[config.mk]
export PLATFORM = sky130hd
export DESIGN_NAME = signed_calc
export DESIGN_NICKNAME = d
export VERILOG_FILES = /design/src/rtl/signed_calc.sv
export SDC_FILE = /design/constraint.sdc
export NUM_CORES = 1
export LEC_CHECK = 0
export CAP_MARGIN = 20
export CORE_MARGIN = 2
export CORE_UTILIZATION = 55
export CTS_BUF_LIST = sky130_fd_sc_hd__clkbuf_8
export DETAILED_ROUTE_END_ITERATION = 10
export PLACE_DENSITY = 0.81
export SLEW_MARGIN = 10
export SYNTH_ARGS = -nofsm -noshare
export SYNTH_HDL_FRONTEND = slang
export SYNTH_SLANG_ARGS = --single-unit
[constraint.sdc]
create_clock -name i_clk -period 10.7 [get_ports i_clk]
set_input_delay 1.605 -clock i_clk [delete_from_list [all_inputs] [get_ports i_clk]]
set_output_delay 1.605 -clock i_clk [all_outputs]
set_load 0.05 [all_outputs]
[src/rtl/signed_calc.sv]
// signed_calc: two-stage registered 5x5 signed multiplier with a 9-bit
// saturating result. Stage 1 holds the operands; stage 2 holds the product.
// The product is formed from an explicit array of sign-extended partial
// products rather than the '*' operator.
//
// Handshake: valid-only streaming. o_valid is i_valid delayed by exactly two
// rising edges. There is no ready/backpressure, so a result is produced every
// cycle. The datapath also computes when i_valid is low, which keeps o_fs a
// deterministic function of the captured operands.
module signed_calc (
  input  logic       i_clk,
  input  logic       i_rst_n,
  input  logic [4:0] i_as,
  input  logic [4:0] i_bs,
  input  logic       i_valid,
  output logic [8:0] o_fs,
  output logic       o_valid,
  output logic       o_ovf
);

  // Stage 1 operand registers
  logic [4:0] a_q;
  logic [4:0] b_q;
  logic       v1_q;

  // Stage 2 result registers
  logic [8:0] fs_q;
  logic       ovf_q;
  logic       v2_q;

  // Next-state values for stage 2
  logic [9:0] a_ext;
  logic [9:0] pp [5];
  logic [9:0] prod_d;
  logic [8:0] fs_d;
  logic       ovf_d;

  // Stage 1: capture operands and their valid bit on every edge
  always_ff @(posedge i_clk or negedge i_rst_n) begin
    if (!i_rst_n) begin
      a_q  <= '0;
      b_q  <= '0;
      v1_q <= 1'b0;
    end else begin
      a_q  <= i_as;
      b_q  <= i_bs;
      v1_q <= i_valid;
    end
  end

  // Partial-product array: rows 0..3 add A<<i, row 4 carries weight -16
  // and is subtracted. 10 bits are enough to hold the full range -240..256.
  always_comb begin
    a_ext  = {{5{a_q[4]}}, a_q};
    prod_d = '0;
    for (int i = 0; i < 5; i++) begin
      pp[i] = b_q[i] ? (a_ext << i) : 10'd0;
    end
    for (int i = 0; i < 4; i++) begin
      prod_d = prod_d + pp[i];
    end
    prod_d = prod_d - pp[4];
  end

  // Saturation: +256 (only from -16 * -16) is the single value that does
  // not fit in 9 signed bits; clamp it to +255 and raise the flag.
  always_comb begin
    ovf_d = (prod_d == 10'd256);
    fs_d  = ovf_d ? 9'h0FF : prod_d[8:0];
  end

  // Stage 2: register the result, overflow flag and valid bit
  always_ff @(posedge i_clk or negedge i_rst_n) begin
    if (!i_rst_n) begin
      fs_q  <= '0;
      ovf_q <= 1'b0;
      v2_q  <= 1'b0;
    end else begin
      fs_q  <= fs_d;
      ovf_q <= ovf_d;
      v2_q  <= v1_q;
    end
  end

  assign o_fs    = fs_q;
  assign o_ovf   = ovf_q;
  assign o_valid = v2_q;

endmodule

==> results.md <==
- Status: finished clean
- CTS buffer count: 3
- Final wirelength: around 2.7 mm
- Met2 Track Usage GR: 0.3442
- Remaining Overflow, GRT: 0
- Reg clk slew, reported paths: 0.08 ns
- Switching Fraction: 0.4205
- Seq cells post-synth: 22
- Die span in y: 57.48 um
- Port buffer count: 23
- Post-CTS Setup Inserts: 0
- Switching power: between 0.15 and 0.2 mW
- Hold_ws: 0.3599 ns
- Total number of vias: 1028
- Nature of the critical path endpoint: register
- Pre-CTS WS: between 6 and 7 ns
- Overall Power: around 0.46 mW
- Register area: 550.5 um2
- CP startpoint kind: register
- # setup viols final: 0
- Post-CTS sizing: 0
- Max-slew headroom: 0.3956
- Met3 GRT Util: 0.03401
- Post-synth design cell area: about 1600 um2
- Crit-path most repeated cell: inv_1
- Die width: 57.48 um
- Final Worst Setup Slack: 6.330 ns
- Fillcell total: 207
- Clock Tree Buf Depth: 2
- Dominant cell type by area after synthesis: dfrtp_1
- Combinational share of power: 0.601
- Fin. max-slew vios: 0
- Row count: 19
- Full die area: 3303 um2
- Unrepaired setup endpoints after global routing: false
- Yosys warns: 0
- Peak VDD IR: 0.2190 mV
- Fin nets: 204
- Tcrit/Tclk final: 0.4085
- Syn-to-layout area delta: 21.16%
- Syn_nets: 177
- Cell Chain, Critical Path: and2_1 > inv_1 > fa_1 > inv_1 > fa_1 > inv_1 > fa_1 > inv_1 > ha_1 > or3b_1 > a31oi_1 > nor4b_1 > or4_1 > o21bai_2
- Top Usage Layer GRT: met2
- DR pass1 iterations: 4
- Clock network fraction of design power: 0.168
- Multi-input logic area: 950.9 um2
- Pleak: between 0.8 and 0.9 nW
- Gr usage total: 0.1962
- Mean Syn Cell Area: ~12 um2
- Global-route wire length before repair: 4.885 mm
- Largest net degree at the start of global routing: 23
- Detail Placement HPWL: 2.237 mm
- Antenna violations before repair: 0
- Number of global-route vias before repair: 1169
- Post-route ant nets: 0
- Register area share after synthesis: 0.3500
- Top cell type's share of synthesized area: 0.3500
- CP top delay family: adder cells
- Clk_lat worst skew: 0.26 ns
- Max-cap violations: 0
- Clock sinks: 22
- Sequential fraction of design power: 0.231
- Via-per-instance ratio: 5.354
- Critical path's largest stage delay: around 0.73 ns
- Least-Margin Pin Slew: about 0.9 ns
- Starting density of the core: 0.5753
- Wirelength per Cell: 13.81 um
- Worst Path Buf+Inv: 4
- Power Density: roughly 240 nW/um2
- Internal: around 0.27 mW
- Slowest CP cell: or4_1
- Max Fclk: between 0.2 and 0.25 GHz
- Cells after synthesis: 135
- N_diodes: 0
- Final Util: 0.6970
- M1 GR Usage: 0.2337
- Worst min path class: register to register
- Final TNS setup: 0 ns
- Minimum clock period: 4.370 ns
- CTS Root Cell: clkbuf_8
- Number of remaining DRC errors: 0
- Area contributors post-synth: dfrtp_1 (35%), fa_1 (24%), ha_1 (8.0%)
- Routability cong.: 0.8741
- Final Hold Vio Count: 0
- CP arrival: 4.56 ns
- Htree depth: 1
- Share of cells above drive strength 1: 0.08075
- Core footprint: around 2700 um2
- I/O pins: 24
- Iter 0 DRT Violations: 21
- Critical Path Fanout Max: 8
- Synth unique cells: 32
- # hold bufs at CTS: 0
- Critical Path RT: 10.89 ns
- Layout Skew: ~0.0030 ns
- WS Path Type: register to register
- CTS tree: done
==> cell usage after synthesis (all sizes together) <==
cell	number
inv	17
xor2	2
o21bai	5
or4	1
or2b	1
o21ba	1
or3b	1
or2	1
nor4b	1
nor4	1
o21ai	5
or3	1
and2	12
a21oi	2
nor2b	1
nand3	1
dfrtp	22
nand2	16
xnor2	7
nor3	1
nand4	1
a211o	1
a21o	1
and2b	1
ha	10
buf	1
nand3b	1
a31oi	1
fa	19
==> logic make-up after synthesis <==
family / share of synthesized area
fa+ha+maj: 0.3214
buf+inv: 0.04535
xor+xnor: 0.05490
simple gates: 0.1424
flops: 0.3500
compound gates: 0.08592
==> metrics by stage <==
stage          area, um2  std cells
4_1_cts             1906        192
6_report            1906        192
3_5_place_dp        1834        188
2_1_floorplan       1573        135
5_1_grt             1906        192
3_3_place_gp        1834        188
==> power by group through the flow <==
stage	Sequential (mW)	Clock, mW	Combinational [mW]
finish	0.106	0.0774	0.276
global route	0.108	0.0821	0.307
CTS	0.107	0.0783	0.280
detailed placement	0.108	0	0.277
global placement	0.108	0	0.267
floorplan	0.158	0	0.162
==> registers in the layout (all words and copies together) (netlist names) <==
signal	count
v1_q	1
o_fs	9
b_q	5
a_q	5
o_ovf	1
o_valid	1
==> path summary, 6_finish.rpt <==
path                         start  endpoint  slack, ns  cells after the start
max in group asynchronous  i_rst_n    b_q[2]       8.30                      1
hold / removal                v1_q   o_valid       0.36                      0
min in group asynchronous  i_rst_n   o_fs[7]       1.84                      1
setup reg to reg            a_q[4]   o_fs[7]       6.33                     14
hold reg to reg               v1_q   o_valid       0.36                      0
setup / recovery            a_q[4]   o_fs[7]       6.33                     14
==> layout make-up <==
class | count | area share
clock buffer | 3 | 0.02167
clock inverter | 1 | 0.01576
tap | 31 | 0.02035
timing repair buffer | 23 | 0.1208
multi-input combinational | 95 | 0.4990
sequential | 22 | 0.2889
inverter | 17 | 0.03349
==> routing by layer <==
layer,vias up,part of all wire
li1,484,-
met1,506,0.40
met2,29,0.52
met3,9,0.046
met4,0,0.030
met5,-,0
==> worst reg2reg max path, delay by kind of cell, from the launching register on <==
family                   cells  cell delay [ns]
adder cells (fa/ha/maj)      4             1.92
flip-flops                   1             0.42
buffers and inverters        4             0.22
AND/OR/NAND/NOR              4             1.38
AO/OA/AOI/OAI                2             0.33
==> layout by cell type, fill, tap and decap left out, types with 2 or more instances in the layout <==
cell type / instances
clkdlybuf4s50_1: 23
dfrtp_1: 22
fa_1: 19
inv_1: 17
nand2_1: 16
and2_1: 12
ha_1: 10
xnor2_1: 6
o21bai_2: 5
o21ai_2: 3
clkbuf_8: 3
xor2_1: 2
a21oi_1: 2
Note: power is estimated with default switching activity, not from simulation.
